<file path="config.mk">
export PLATFORM = sky130hd
export DESIGN_NAME = seq_playback
export DESIGN_NICKNAME = d
export VERILOG_FILES = /design/src/rtl/seq_pkg.sv /design/src/rtl/seq_tick_timer.sv /design/src/rtl/seq_playback.sv
export SDC_FILE = /design/constraint.sdc
export NUM_CORES = 1
export LEC_CHECK = 0
export ABC_AREA = 0
export CAP_MARGIN = 20
export CORE_MARGIN = 4
export CORE_UTILIZATION = 30
export CTS_BUF_LIST = sky130_fd_sc_hd__clkbuf_4 sky130_fd_sc_hd__clkbuf_8 sky130_fd_sc_hd__clkbuf_16
export CTS_CLUSTER_SIZE = 28
export DETAILED_ROUTE_END_ITERATION = 8
export GPL_ROUTABILITY_DRIVEN = 0
export GPL_TIMING_DRIVEN = 0
export PLACE_DENSITY = 0.47
export SLEW_MARGIN = 25
export SYNTH_ARGS = -nofsm -noshare
export SYNTH_HDL_FRONTEND = slang
export SYNTH_SLANG_ARGS = --single-unit
</file>
<file path="constraint.sdc">
create_clock -name CLK -period 6.4 [get_ports CLK]
set_clock_uncertainty 0.2 [all_clocks]
set_input_delay 1.28 -clock CLK [delete_from_list [all_inputs] [get_ports CLK]]
set_output_delay 1.28 -clock CLK [all_outputs]
set_load 0.005 [all_outputs]
</file>
<file path="src/rtl/seq_pkg.sv">
// Shared types and constants for the pattern-sequence store and its playback reader.
package seq_pkg;

    localparam int SEQ_W     = 8;
    localparam int SEQ_DEPTH = 16;

    typedef enum logic [2:0] {
        IDLE,
        FETCH,
        LOAD,
        SHOW,
        GAP
    } play_state_t;

    typedef logic [SEQ_W-1:0] pattern_t;

endpackage

</file>
<file path="src/rtl/seq_tick_timer.sv">
// Loadable down-counter with a zero flag; counts toward zero and then parks there.
// Shared by playback timing and the player input-timeout logic.
module seq_tick_timer #(
    parameter int W = 8
) (
    input  logic         clk_i,
    input  logic         rst_i,
    input  logic         load_i,
    input  logic [W-1:0] load_val_i,
    output logic         zero_o
);

    logic [W-1:0] cnt_q;
    logic [W-1:0] cnt_d;

    always_comb begin
        cnt_d = cnt_q;
        if (load_i) begin
            cnt_d = load_val_i;
        end else if (cnt_q != '0) begin
            cnt_d = cnt_q - 1'b1;
        end
    end

    always_ff @(posedge clk_i or posedge rst_i) begin
        if (rst_i) begin
            cnt_q <= '0;
        end else begin
            cnt_q <= cnt_d;
        end
    end

    assign zero_o = (cnt_q == '0);

endmodule

</file>
<file path="src/rtl/seq_playback.sv">
// Replays a stored sequence of LED patterns: each entry is lit for an on-time, then blanked.
// Optional macro SEQ_PLAYBACK_SPEEDUP_EN adds a LEVEL input that shortens both durations.
module seq_playback
    import seq_pkg::*;
#(
    parameter int          DEPTH      = SEQ_DEPTH,
    parameter int unsigned ON_CYCLES  = 50_000_000,
    parameter int unsigned OFF_CYCLES = 25_000_000,
    localparam int         AW         = $clog2(DEPTH)
) (
    input  logic          CLK,
    input  logic          RST,
    input  logic          START,
    input  logic [AW:0]   LEN,
`ifdef SEQ_PLAYBACK_SPEEDUP_EN
    input  logic [1:0]    LEVEL,
`endif
    input  logic          ABORT,
    output logic          RD_EN,
    output logic [AW-1:0] RD_ADDR,
    input  logic [7:0]    RD_DATA,
    output logic [7:0]    LEDS,
    output logic          BUSY,
    output logic          DONE,
    output logic [2:0]    DBG_STATE
);

    localparam int unsigned MAX_CYC = (ON_CYCLES > OFF_CYCLES) ? ON_CYCLES : OFF_CYCLES;
    localparam int          TW      = (MAX_CYC > 1) ? $clog2(MAX_CYC) : 1;
    localparam logic [AW:0] DEPTH_L = (AW+1)'(DEPTH);

    play_state_t     state_q;
    logic [AW-1:0]   idx_q;
    logic [AW:0]     len_q;
    pattern_t        leds_q;
    logic            rd_en_q;
    logic [AW-1:0]   rd_addr_q;
    logic            busy_q;
    logic            done_q;

    logic            tmr_load;
    logic            tmr_zero;
    logic [TW-1:0]   tmr_load_val;
    logic [TW-1:0]   on_load;
    logic [TW-1:0]   off_load;
    logic            last_entry;

`ifdef SEQ_PLAYBACK_SPEEDUP_EN
    logic [1:0] level_q;

    // Shifted duration minus one, never below a single cycle.
    function automatic logic [TW-1:0] scaled_load(input int unsigned cycles, input logic [1:0] lvl);
        int unsigned v;
        v = cycles >> lvl;
        if (v == 0) v = 1;
        return TW'(v - 1);
    endfunction

    assign on_load  = scaled_load(ON_CYCLES, level_q);
    assign off_load = scaled_load(OFF_CYCLES, level_q);

    always_ff @(posedge CLK or posedge RST) begin
        if (RST) begin
            level_q <= 2'd0;
        end else if (state_q == IDLE && START && !done_q && LEN != '0) begin
            level_q <= LEVEL;
        end
    end
`else
    assign on_load  = TW'(ON_CYCLES - 1);
    assign off_load = TW'(OFF_CYCLES - 1);
`endif

    // The timer is reloaded on entry to SHOW (from LOAD) and on entry to GAP.
    assign tmr_load     = (state_q == LOAD) || (state_q == SHOW && tmr_zero);
    assign tmr_load_val = (state_q == LOAD) ? on_load : off_load;
    assign last_entry   = ({1'b0, idx_q} == (len_q - 1'b1));

    seq_tick_timer #(.W(TW)) u_timer (
        .clk_i      (CLK),
        .rst_i      (RST),
        .load_i     (tmr_load),
        .load_val_i (tmr_load_val),
        .zero_o     (tmr_zero)
    );

    always_ff @(posedge CLK or posedge RST) begin
        if (RST) begin
            state_q   <= IDLE;
            idx_q     <= '0;
            len_q     <= '0;
            leds_q    <= '0;
            rd_en_q   <= 1'b0;
            rd_addr_q <= '0;
            busy_q    <= 1'b0;
            done_q    <= 1'b0;
        end else begin
            done_q <= 1'b0;
            if (ABORT && state_q != IDLE) begin
                state_q <= IDLE;
                leds_q  <= '0;
                rd_en_q <= 1'b0;
                busy_q  <= 1'b0;
                done_q  <= 1'b1;
            end else begin
                case (state_q)
                    IDLE: begin
                        // A START coinciding with the DONE pulse is dropped.
                        if (START && !done_q) begin
                            if (LEN == '0) begin
                                done_q <= 1'b1;
                            end else begin
                                len_q     <= (LEN > DEPTH_L) ? DEPTH_L : LEN;
                                idx_q     <= '0;
                                rd_en_q   <= 1'b1;
                                rd_addr_q <= '0;
                                busy_q    <= 1'b1;
                                state_q   <= FETCH;
                            end
                        end
                    end
                    FETCH: begin
                        rd_en_q <= 1'b0;
                        state_q <= LOAD;
                    end
                    LOAD: begin
                        leds_q  <= RD_DATA;
                        state_q <= SHOW;
                    end
                    SHOW: begin
                        if (tmr_zero) begin
                            leds_q  <= '0;
                            state_q <= GAP;
                        end
                    end
                    GAP: begin
                        if (tmr_zero) begin
                            if (last_entry) begin
                                done_q  <= 1'b1;
                                busy_q  <= 1'b0;
                                state_q <= IDLE;
                            end else begin
                                idx_q     <= idx_q + 1'b1;
                                rd_addr_q <= idx_q + 1'b1;
                                rd_en_q   <= 1'b1;
                                state_q   <= FETCH;
                            end
                        end
                    end
                    default: begin
                        state_q <= IDLE;
                        busy_q  <= 1'b0;
                    end
                endcase
            end
        end
    end

    assign RD_EN     = rd_en_q;
    assign RD_ADDR   = rd_addr_q;
    assign LEDS      = leds_q;
    assign BUSY      = busy_q;
    assign DONE      = done_q;
    assign DBG_STATE = state_q;

endmodule

</file>
==> results of run 1 <==
-- per-layer routing --
layer  share of wire [%]  global-route usage [%]
met5                   0                       0
met4                0.68                   2.689
met3                 5.4                   3.219
met2                  45                   20.13
met1                  48                   18.23
-- per-stage QoR --
| stage | cells | total power [uW] |
|---|---|---|
| after floorplan | 267 | 641.3 |
| after global placement | 408 | 786.6 |
| after detailed placement | 408 | 790.2 |
| after CTS | 416 | 990.0 |
| after global routing | 416 | 1051 |
| final | 416 | 975.9 |
-- kinds of logic after synthesis --
family,synth area share [%]
compound gates,22.49
simple gates,20.84
fa+ha+maj,1.840
flops,45.08
buf+inv,3.036
mux,1.886
xor+xnor,4.830
-- registers in the layout (all words and copies together), names as in the netlist --
name / flops
DBG_STATE: 3
len_q: 5
BUSY: 1
DONE: 1
RD_EN: 1
LEDS: 8
RD_ADDR: 4
u_timer.cnt_q: 26
-- cell type report --
class	count	area (sq um)	share of cell area, %
inverters	10	40.04	1.221
flip-flops and latches	49	1226	37.39
multi-input cells	198	1413	43.07
well taps	108	135.1	4.121
plain buffers	10	45.04	1.374
repair buffers	33	330.3	10.07
clock inverters	2	13.76	0.4197
clock buffers	6	76.32	2.327
-- worst max path at each step --
stage	from	endpoint	slack [ps]
final	LEN[4]	RD_ADDR[3]	3170
after global routing	LEN[4]	RD_ADDR[2]	2970
after CTS	LEN[4]	RD_ADDR[2]	3170
after detailed placement	LEN[4]	RD_ADDR[2]	2830
after global placement	RST	u_timer.cnt_q[20]	2600
after floorplan	ABORT	RD_ADDR[3]	3560
-- cells in the mapped netlist (2+ instances only) --
cell                        n  area, sq um
sky130_fd_sc_hd__inv_1     10        37.54
sky130_fd_sc_hd__nor2_1     9        33.78
sky130_fd_sc_hd__nand4_1    3        18.77
sky130_fd_sc_hd__a32oi_1    2        17.52
sky130_fd_sc_hd__o31ai_1    6        45.04
sky130_fd_sc_hd__nand2b_1   8        50.05
sky130_fd_sc_hd__nor3_1    14        70.07
sky130_fd_sc_hd__nor3b_1    2        15.01
sky130_fd_sc_hd__a31oi_1    4        25.02
sky130_fd_sc_hd__dfrtp_1   49         1226
sky130_fd_sc_hd__clkbuf_1   9        33.78
sky130_fd_sc_hd__o21ai_0   15        75.07
sky130_fd_sc_hd__xor2_1     5        43.79
sky130_fd_sc_hd__or4_1      5        37.54
sky130_fd_sc_hd__mux2i_1    4        40.04
sky130_fd_sc_hd__a22o_1     9        78.83
sky130_fd_sc_hd__a21oi_1   10        50.05
sky130_fd_sc_hd__xnor2_1   10        87.58
sky130_fd_sc_hd__and3_1     3        18.77
sky130_fd_sc_hd__o31ai_4    3        63.81
sky130_fd_sc_hd__ha_1       4        50.05
sky130_fd_sc_hd__a31o_2     2        17.52
sky130_fd_sc_hd__o311ai_0   2        17.52
sky130_fd_sc_hd__nor4_1     4        25.02
sky130_fd_sc_hd__nor2b_1    4        25.02
sky130_fd_sc_hd__nand2_1   14        52.55
sky130_fd_sc_hd__nand3b_1   2        15.01
sky130_fd_sc_hd__a2111o_1   2        22.52
sky130_fd_sc_hd__nand3_1    7        35.03
sky130_fd_sc_hd__o211ai_1   9        67.56
sky130_fd_sc_hd__or3_1      9        56.30
sky130_fd_sc_hd__a22oi_1    2        15.01
-- critical path: cells and delay by family --
family                 cells  cell delay (ps)
AND/OR/NAND/NOR            3              860
AO/OA/AOI/OAI              1              280
multiplexers               1              130
buffers and inverters      2              730
-- cell usage in the layout, fill, tap and decap left out, types with 6 or more instances in the layout --
cell type,Yosys,layout
sky130_fd_sc_hd__nand3_1,7,7
sky130_fd_sc_hd__nor2_1,9,9
sky130_fd_sc_hd__or3_1,9,9
sky130_fd_sc_hd__inv_1,10,9
sky130_fd_sc_hd__a21oi_1,10,10
sky130_fd_sc_hd__nand2_1,14,14
sky130_fd_sc_hd__o21ai_0,15,15
sky130_fd_sc_hd__dfrtp_1,49,49
sky130_fd_sc_hd__o211ai_1,9,9
sky130_fd_sc_hd__nor3_1,14,14
sky130_fd_sc_hd__o31ai_1,6,6
sky130_fd_sc_hd__nand2b_1,8,8
sky130_fd_sc_hd__clkdlybuf4s50_1,0,33
sky130_fd_sc_hd__clkbuf_1,9,9
sky130_fd_sc_hd__a22o_1,9,9
sky130_fd_sc_hd__xnor2_1,10,10
-- power groups by stage --
stage	clock [uW]	combinational [uW]	sequential, uW
after global placement	0	356	431
after detailed placement	0	360	430
after global routing	214	402	435
after CTS	203	362	425
after floorplan	0	217	424
final	195	356	425
==> metrics.log, run 1 <==
[metrics] share of cells above drive strength 1: under 10%
[metrics] type of origin of the critical path: primary input
[metrics] Crit. End Element: flop
[metrics] Total Nets Final: around 330
[metrics] total half-perimeter wirelength after legalization and detailed placement: 4.744 mm
[metrics] length of the first detailed-routing pass in iterations: 6
[metrics] critical-path cell list: clkdlybuf4s50_1 -> or4_1 -> o21ai_0 -> or2_2 -> clkbuf_1 -> nand2b_1 -> mux2i_1
[metrics] via count: 2278
[metrics] clock group share of total power: 20.0%
[metrics] Register-to-Register Setup Slack: approximately 3700 ps
[metrics] RSZ-0062 raised after global routing: no
[metrics] Syn. warnings: 0
[metrics] Resize count post-CTS: 0
[metrics] longest individual stage delay on the worst path: ~600 ps
[metrics] Initial DRC Count: 41
[metrics] maximum achievable frequency: 309.6 MHz
[metrics] worst min-delay path category: flop to flop
[metrics] Reg2Reg Capture Point: DONE
[metrics] root buf cell: sky130_fd_sc_hd__clkbuf_8
[metrics] flip-flop cell with the highest count after synthesis: sky130_fd_sc_hd__dfrtp_1
[metrics] Post-Syn Instances: about 270
[metrics] post-CTS setup-driven buffer insertion count: 0
[metrics] final cell utilization of the core: a little under two fifths
[metrics] clock transition at the register clock pins on the worst setup and hold paths after CTS: 110 ps
[metrics] total of endpoints with negative setup slack in the final report: 0
[metrics] origin of the worst min-delay path: u_timer.cnt_q[18]
[metrics] Final Worst Setup Slack: about 3200 ps
[metrics] max cap viols: 0
[metrics] net switching power of the design: between 300 and 400 uW
[metrics] switching fraction of total power: about a third
[metrics] Reg power frac: a little over two fifths
[metrics] worst path arrival time: between 3000 and 4000 ps
[metrics] Comb pwr share: a little over a third
[metrics] data required time at the worst endpoint: 6450 ps
[metrics] global-route wire length before repair: between 10 and 15 mm
[metrics] worst setup slack before clock tree synthesis: ~2800 ps
[metrics] routed length per instance: 16.19 um
[metrics] count of flip-flops with a built-in enable after synthesis: 0
[metrics] Seq/Total Area, Yosys: about 45%
[metrics] post-synthesis cell area: about 2700 sq um
[metrics] result of the run: finished clean
[metrics] FILL cells: slightly above 900
[metrics] number of global-route vias before repair: 2142
[metrics] leakage power of the design: around 0.0012 uW
[metrics] row count: 34
[metrics] Num CTS Buffers: 5
[metrics] share of the clock period used by the worst path after layout: around half
[metrics] Area growth, synth to finish: 20.56%
[metrics] cell-internal power: approximately 630 uW
[metrics] worst hold path depth: 1
[metrics] die outline width: between 100 and 150 um
[metrics] cts hold-fix bufs: 0
[metrics] die area: approximately 11000 sq um
[metrics] Final Cell Area: approximately 3300 sq um
[metrics] I/O pin cnt: 35
[metrics] aggregate global routing overflow: 0
[metrics] combined global-route utilization of all metal layers: between 10% and 20%
[metrics] number of distinct library cells after synthesis: just under 60
[metrics] Routed Antenna Nets: 0
[metrics] source of the worst register-to-register timing path: u_timer.cnt_q[6]
[metrics] clock insertion delay at the later pin of the skew report: ~320 ps
[metrics] H-tree levels: 2
[metrics] Min-Delay Endpoint: u_timer.cnt_q[18]
[metrics] critical path fanouts, max: 8
[metrics] Synth Register Bits: 49
[metrics] kind of critical path: primary input to flop
[metrics] Remaining DRCs: 0
[metrics] Starting Density: a little over 30%
[metrics] asr flop ratio synth: 100.0%
[metrics] Post-Syn Nets: ~290
[metrics] Mapped Avg Cell Area: 10.19 sq um
[metrics] peak supply drop: approximately 0.14 mV
[metrics] slew at the pin with the worst max-slew slack: between 1000 and 1500 ps
[metrics] IO Port Bufs: 33
[metrics] post-detailed-placement cell area: 3189 sq um
[metrics] count of final hold-check violations: 0
[metrics] Relative slew margins: a little under a third
[metrics] number of cells traversed by the worst register-to-register path: 5
[metrics] core region area: around 9000 sq um
[metrics] via count normalized by instance count: 5.476
[metrics] number of antenna violations at the first check in global routing: 0
[metrics] Final Routed Wirelength: around 6.7 mm
[metrics] post-layout minimum cycle time: 3230 ps
[metrics] highest-delay cell along the critical path: sky130_fd_sc_hd__or4_1
[metrics] Hold WS: just over 300 ps
[metrics] clock tree from TritonCTS: yes
[metrics] Vert. Die Dim: between 100 and 150 um
[metrics] maximum buffer depth of the clock tree: 2
[metrics] largest net degree at the start of global routing: 50
[metrics] clock sinks: 49
[metrics] Post-Route Setup TNS: 0 ps
[metrics] total count of max-transition violations in the final report: 0
[metrics] total power per unit cell area: about 300 nW/um^2
[metrics] count of antenna diodes in the layout: 0
No activity file was read; power rests on OpenSTA's default activity.
==> run 2: changes to the inputs <==
Settings changed: PLACE_DENSITY 0.47 to 0.48.
Clock period 6.4 ns to 2.85 ns, I/O delays scaled along.
==> run 2 against run 1 <==
Combinational power grew 120%. Critical path depth is the same. Final cell count grew 0.24%. Core utilization grew 0.36 points. Worst hold slack lost 6.7 ps. Sequential power grew 130%. Critical endpoint is now DONE. Setup slack lost 2900 ps. Total power grew 120%. Highest routed layer unchanged. Die area is the same.
==> metrics.log, run 2 (synthesis gave the netlist of run 1 again) <==
[metrics] Final Routed Wirelength: 6.773 mm (+0.53%)
[metrics] FF/Latch Area: 1226 sq um (unchanged)
[metrics] worst path arrival time: 2590 ps (-690 ps)
[metrics] cts hold-fix bufs: 0 (unchanged)
[metrics] routed length per instance: 16.24 um (+0.29%)
[metrics] IO Port Bufs: 33 (unchanged)
[metrics] worst min-delay path category: flop to flop
[metrics] H-tree levels: 2 (unchanged)
[metrics] share of cells above drive strength 1: 8.738% (+1.3 points)
[metrics] Remaining DRCs: 0 (unchanged)
[metrics] slew at the pin with the worst max-slew slack: 926.5 ps (-91.34 ps)
[metrics] type of origin of the critical path: flop
[metrics] Vert. Die Dim: 103.2 um (unchanged)
[metrics] commonest cells after routing, fill and taps aside: sky130_fd_sc_hd__dfrtp_1 (49), sky130_fd_sc_hd__clkdlybuf4s50_1 (33), sky130_fd_sc_hd__o21ai_0 (15)
[metrics] met2 Use GR: 20.77% (+0.64 points)
[metrics] Area growth, synth to finish: 21.71%
[metrics] RSZ-0062 raised after global routing: no
[metrics] clock transition at the register clock pins on the worst setup and hold paths after CTS: 90 ps (-20 ps)
[metrics] share of the clock period used by the worst path after layout: 90.32%
[metrics] Total Nets Final: 330 (+0.61%)
[metrics] die area: 10650 sq um (unchanged)
[metrics] clock insertion delay at the later pin of the skew report: 300 ps (-20 ps)
[metrics] count of antenna diodes in the layout: 0 (unchanged)
[metrics] die outline width: 103.2 um (unchanged)
[metrics] I/O pin cnt: 35 (unchanged)
[metrics] max cap viols: 0 (unchanged)
[metrics] data required time at the worst endpoint: 2870 ps (-3580 ps)
[metrics] root buf cell: sky130_fd_sc_hd__clkbuf_8
[metrics] maximum achievable frequency: roughly 390 MHz
[metrics] length of the first detailed-routing pass in iterations: 4 (-2)
[metrics] number of antenna violations at the first check in global routing: 0 (unchanged)
[metrics] longest individual stage delay on the worst path: 430 ps (-160 ps)
[metrics] worst setup slack before clock tree synthesis: -21.96 ps (-2847 ps)
[metrics] GRT busiest layer: met2
[metrics] Final Worst Setup Slack: 275.9 ps (-2894 ps)
[metrics] total half-perimeter wirelength after legalization and detailed placement: 4.709 mm (-0.74%)
[metrics] row count: 34 (unchanged)
[metrics] multi-input combinational cell area: 1429 sq um (+1.2%)
[metrics] Num CTS Buffers: 5 (unchanged)
[metrics] maximum buffer depth of the clock tree: 2 (unchanged)
[metrics] total of endpoints with negative setup slack in the final report: 0 (unchanged)
[metrics] result of the run: finished clean
[metrics] Relative slew margins: 38.08% (+6.1 points)
[metrics] final std cells w/o fill: 417 (+0.24%)
[metrics] Starting Density: 31.04% (unchanged)
[metrics] total power per unit cell area: 662.0 nW/um^2 (+120%)
[metrics] Total Power Consumption: 2192 uW (+120%)
[metrics] global-route wire length before repair: 11.41 mm (+4.6%)
[metrics] Routed Antenna Nets: 0 (unchanged)
[metrics] most common library cell in the layout ignoring fill and taps: sky130_fd_sc_hd__dfrtp_1
[metrics] max FFs per register: 26 (unchanged)
[metrics] Crit. End Element: flop
[metrics] final cell utilization of the core: 37.78% (+0.36 points)
[metrics] largest net degree at the start of global routing: 50 (unchanged)
[metrics] met1 layer usage reported by global route: 18.88% (+0.65 points)
[metrics] clock tree from TritonCTS: yes
[metrics] Reg with most FFs: u_timer.cnt_q
[metrics] number of global-route vias before repair: 2221 (+3.7%)
[metrics] combined global-route utilization of all metal layers: 13.39% (+0.49 points)
[metrics] aggregate global routing overflow: 0 (unchanged)
[metrics] critical path fanouts, max: 10 (+2)
[metrics] post-layout minimum cycle time: approximately 2600 ps
[metrics] leakage power of the design: 0.001250 uW (+0.82%)
[metrics] count of final hold-check violations: 0 (unchanged)
[metrics] critical-path cell list: nor4_1 -> nand4_1 -> clkbuf_1 -> nor3_4 -> buf_4 -> nand2_1 -> a31oi_1
[metrics] FILL cells: 882 (-4.1%)
[metrics] kind of critical path: flop to flop
[metrics] Global Route met3 Usage: 3.488% (+0.27 points)
[metrics] via count: 2265 (-0.57%)
[metrics] via count normalized by instance count: 5.432 (-0.81%)
[metrics] peak supply drop: 0.4262 mV (+200%)
[metrics] clock sinks: 49 (unchanged)
[metrics] Initial DRC Count: 65 (+59%)
[metrics] Placed Instances: 408 (unchanged)
[metrics] core region area: 8763 sq um (unchanged)
[metrics] highest-delay cell along the critical path: sky130_fd_sc_hd__dfrtp_1
[metrics] total count of max-transition violations in the final report: 0 (unchanged)
run 2: cell types whose count changed in the layout (fill, tap and decap cells not counted), sizes merged:
| cell | before | now |
|---|---|---|
| buf | 1 | 3 |
| clkbuf | 15 | 16 |
| clkinv | 1 | 0 |
| inv | 11 | 10 |
run 2: worst paths after layout:
| path | endpoint | cells past startpoint | from | slack, ps |
|---|---|---|---|---|
| max | DONE | 7 | u_timer.cnt_q[14] | 280 |
| min | u_timer.cnt_q[18] | 1 | u_timer.cnt_q[18] | 300 |
| max reg2reg | DONE | 7 | u_timer.cnt_q[14] | 280 |
| min reg2reg | u_timer.cnt_q[18] | 1 | u_timer.cnt_q[18] | 300 |
| max in group asynchronous | u_timer.cnt_q[7] | 2 | RST | 1530 |
| min in group asynchronous | LEDS[7] | 2 | RST | 510 |
run 2: final cells by class:
class	instances	area share [%]
multi-input cells	198	43.16
clock buffers	7	2.721
repair buffers	35	10.43
flip-flops and latches	49	37.04
plain buffers	10	1.361
well taps	108	4.082
inverters	10	1.209
run 2: through the flow:
stage | TNS, ps | instance area, sq um | hold slack (ps)
floorplan | 0 | 2720 | 254.1
global placement | -11360 | 3186 | 274.9
detailed placement | -35.79 | 3189 | 275.0
CTS | 0 | 3279 | 291.3
global route | 0 | 3311 | 320.4
finish | 0 | 3311 | 295.8
run 2: repair_timing:
action | CTS | global route
setup buffers | 0 | 2
setup endpoints to repair | 0 | 13
gates resized for setup | 0 | 2
hold endpoints to repair | 0 | 0
run 2: power breakdown:
| part | total [uW] | switching, uW | internal (uW) |
|---|---|---|---|
| Combinational | 791 | 395 | 396 |
| Sequential | 958 | 122 | 836 |
| Clock | 443 | 240 | 203 |
run 2: critical path: cells and delay by family, from the launching register on:
family                 cells  cell delay [ps]
AOI/OAI and AO/OA          1              240
buffers and inverters      2              570
DFF                        1              430
and+or+nand+nor            4             1030
run 2: per-layer routing:
layer	routed length, um	up-vias
li1	-	1103
met1	3336	1111
met2	3086	43
met3	302	8
met4	47	0
met5	0	-
==> run 3: changes to the inputs <==
Settings changed: SETUP_SLACK_MARGIN set to 0.3.
==> run 3 against run 2 <==
Sequential power grew 0.7%. Core utilization is 0.87 points higher. Count of clock-buffer cells in the layout is the same. Sequential cell count is the same. Largest cell class unchanged.
==> metrics.log, run 3 (synthesis gave the netlist of run 1 again) <==
[metrics] total half-perimeter wirelength after legalization and detailed placement: 4.709 mm (unchanged)
[metrics] share of cells above drive strength 1: 12.10% (+3.4 points)
[metrics] Routed Antenna Nets: 0 (unchanged)
[metrics] clock insertion delay at the later pin of the skew report: 300 ps (about the same)
[metrics] Total Power Consumption: 2218 uW (+1.2%)
[metrics] clock tree from TritonCTS: yes
[metrics] critical path fanouts, max: 10 (unchanged)
[metrics] Register-to-Register Setup Slack: 390 ps (+120 ps)
[metrics] Post-Route Setup TNS: 0 ps (unchanged)
[metrics] worst path arrival time: 2450 ps (-140 ps)
[metrics] Initial DRC Count: 81 (+25%)
[metrics] total of endpoints with negative setup slack in the final report: 0 (unchanged)
[metrics] met2 Use GR: 21.02% (+0.25 points)
[metrics] met1 layer usage reported by global route: 18.88% (unchanged)
[metrics] routed length per instance: 16.21 um (-0.19%)
[metrics] Num CTS Buffers: 5 (unchanged)
[metrics] Starting Density: 31.04% (unchanged)
[metrics] worst min-delay path category: flop to flop
[metrics] IO Port Bufs: 33 (unchanged)
[metrics] Reg power frac: 43.5% (-0.2 points)
[metrics] Crit. End Element: flop
[metrics] peak supply drop: 0.4250 mV (-0.29%)
[metrics] leakage power of the design: 0.001303 uW (+4.2%)
[metrics] GRT busiest layer: met2
[metrics] RSZ-0062 raised after global routing: no
[metrics] highest-delay cell along the critical path: sky130_fd_sc_hd__or4_4
[metrics] final cell utilization of the core: 38.65% (+0.87 points)
[metrics] aggregate global routing overflow: 0 (unchanged)
[metrics] number of antenna violations at the first check in global routing: 0 (unchanged)
[metrics] die area: 10650 sq um (unchanged)
[metrics] via count normalized by instance count: 5.455 (+0.43%)
[metrics] Global Route met3 Usage: 3.488% (unchanged)
[metrics] Reg with most FFs: u_timer.cnt_q
[metrics] root buf cell: sky130_fd_sc_hd__clkbuf_8
[metrics] cell-internal power: 1441 uW (+0.43%)
[metrics] Comb pwr share: 36.6% (+0.5 points)
[metrics] worst hold path depth: 1 (unchanged)
[metrics] length of the first detailed-routing pass in iterations: 4 (unchanged)
[metrics] switching fraction of total power: 35.01% (+0.50 points)
[metrics] largest net degree at the start of global routing: 50 (unchanged)
[metrics] data required time at the worst endpoint: 2840 ps (-30 ps)
[metrics] number of cells traversed by the worst register-to-register path: 7 (unchanged)
[metrics] clock group share of total power: 19.9% (-0.3 points)
[metrics] count of final hold-check violations: 0 (unchanged)
[metrics] Final Routed Wirelength: 6.841 mm (+1.0%)
[metrics] type of origin of the critical path: flop
[metrics] source of the worst register-to-register timing path: u_timer.cnt_q[19]
[metrics] commonest cells after routing, fill and taps aside: sky130_fd_sc_hd__dfrtp_1 (48), sky130_fd_sc_hd__clkdlybuf4s50_1 (33), sky130_fd_sc_hd__o21ai_0 (14), sky130_fd_sc_hd__nand2_1 (14), sky130_fd_sc_hd__nor3_1 (12)
[metrics] longest individual stage delay on the worst path: 570 ps (+140 ps)
[metrics] core region area: 8763 sq um (unchanged)
[metrics] I/O pin cnt: 35 (unchanged)
[metrics] Reg2Reg Capture Point: RD_ADDR[2]
[metrics] net switching power of the design: 776.4 uW (+2.7%)
[metrics] slew at the pin with the worst max-slew slack: 639.3 ps (-287.2 ps)
[metrics] Vert. Die Dim: 103.2 um (unchanged)
[metrics] clock transition at the register clock pins on the worst setup and hold paths after CTS: 90 ps (about the same)
[metrics] global-route wire length before repair: 11.45 mm (+0.43%)
[metrics] total power per unit cell area: 654.8 nW/um^2 (-1.1%)
[metrics] critical-path cell list: or4_4 -> or3_1 -> buf_6 -> nor3_4 -> buf_4 -> nand4_1 -> mux2i_1
[metrics] origin of the worst min-delay path: u_timer.cnt_q[18]
[metrics] Relative slew margins: 57.38% (+19 points)
[metrics] Min-Delay Endpoint: u_timer.cnt_q[18]
[metrics] number of global-route vias before repair: 2263 (+1.9%)
[metrics] maximum achievable frequency: 407.0 MHz (+4.8%)
[metrics] clock sinks: 49 (unchanged)
[metrics] via count: 2302 (+1.6%)
[metrics] H-tree levels: 2 (unchanged)
[metrics] Remaining DRCs: 0 (unchanged)
[metrics] kind of critical path: flop to flop
[metrics] count of antenna diodes in the layout: 0 (unchanged)
[metrics] max FFs per register: 26 (unchanged)
[metrics] Total Nets Final: 335 (+1.5%)
[metrics] total count of max-transition violations in the final report: 0 (unchanged)
[metrics] result of the run: finished clean
[metrics] Area growth, synth to finish: 24.52%
[metrics] post-layout minimum cycle time: 2457 ps (-116.9 ps)
[metrics] row count: 34 (unchanged)
[metrics] die outline width: 103.2 um (unchanged)
[metrics] most common library cell in the layout ignoring fill and taps: sky130_fd_sc_hd__dfrtp_1
[metrics] combined global-route utilization of all metal layers: 13.46% (+0.070 points)
[metrics] maximum buffer depth of the clock tree: 2 (unchanged)
[metrics] share of the clock period used by the worst path after layout: 86.22% (-4.1 points)
[metrics] max cap viols: 0 (unchanged)
-- run 3: repair_timing --
action | CTS | global route
setup buffers | 4 | 3
endpoints found under the hold margin | 0 | 0
pin swaps | 3 | 2
hold buffers | 0 | 0
setup endpoints to repair | 39 | 24
resized for setup | 4 | 10
-- run 3: through the flow --
| stage | setup WS, ps | area [sq um] | cells | hold slack [ps] |
|---|---|---|---|---|
| floorplan | 464.3 | 2720 | 267 | 254.1 |
| global placement | -235.3 | 3186 | 408 | 274.9 |
| detailed placement | -21.96 | 3189 | 408 | 275.0 |
| CTS | 318.6 | 3329 | 419 | 291.3 |
| global route | 304.5 | 3387 | 422 | 320.4 |
| finish | 392.7 | 3387 | 422 | 288.7 |
-- run 3: area by class of cell --
type	instances	area (sq um)
flip-flops and latches	49	1227
well taps	108	135.1
repair buffers	40	386.6
clock buffers	7	90.09
fillers	872	5376
inverters	10	40.04
multi-input cells	198	1460
plain buffers	10	47.55
-- run 3: critical path: cells and delay by family (launching register included) --
| kind | cells | cell delay (ps) |
|---|---|---|
| multiplexers | 1 | 150 |
| buffers and inverters | 2 | 350 |
| flip-flops | 1 | 440 |
| AND/OR/NAND/NOR | 4 | 1200 |
-- run 3: power by group through the flow --
stage,logic (uW),clock network (uW),registers (uW)
after global placement,797,0,968
after floorplan,488,0,952
final,811,442,965
after detailed placement,799,0,968
after CTS,813,458,958
after global routing,905,484,991
-- run 3: worst max path at each step --
stage | startpoint | end | slack [ps] | depth (start not counted)
global route | u_timer.cnt_q[19] | RD_ADDR[2] | 300 | 7
CTS | LEN[4] | RD_ADDR[3] | 320 | 7
global placement | RST | len_q[2] | -240 | 2
detailed placement | LEN[4] | RD_ADDR[3] | -20 | 7
finish | u_timer.cnt_q[19] | RD_ADDR[2] | 390 | 7
floorplan | len_q[0] | RD_ADDR[0] | 460 | 7
-- run 3: per-layer routing --
layer  share of wire, %  vias up
met5                  0        -
met4               0.53        0
met3                5.2        7
met2                 45       51
met1                 49     1128
li1                   -     1116
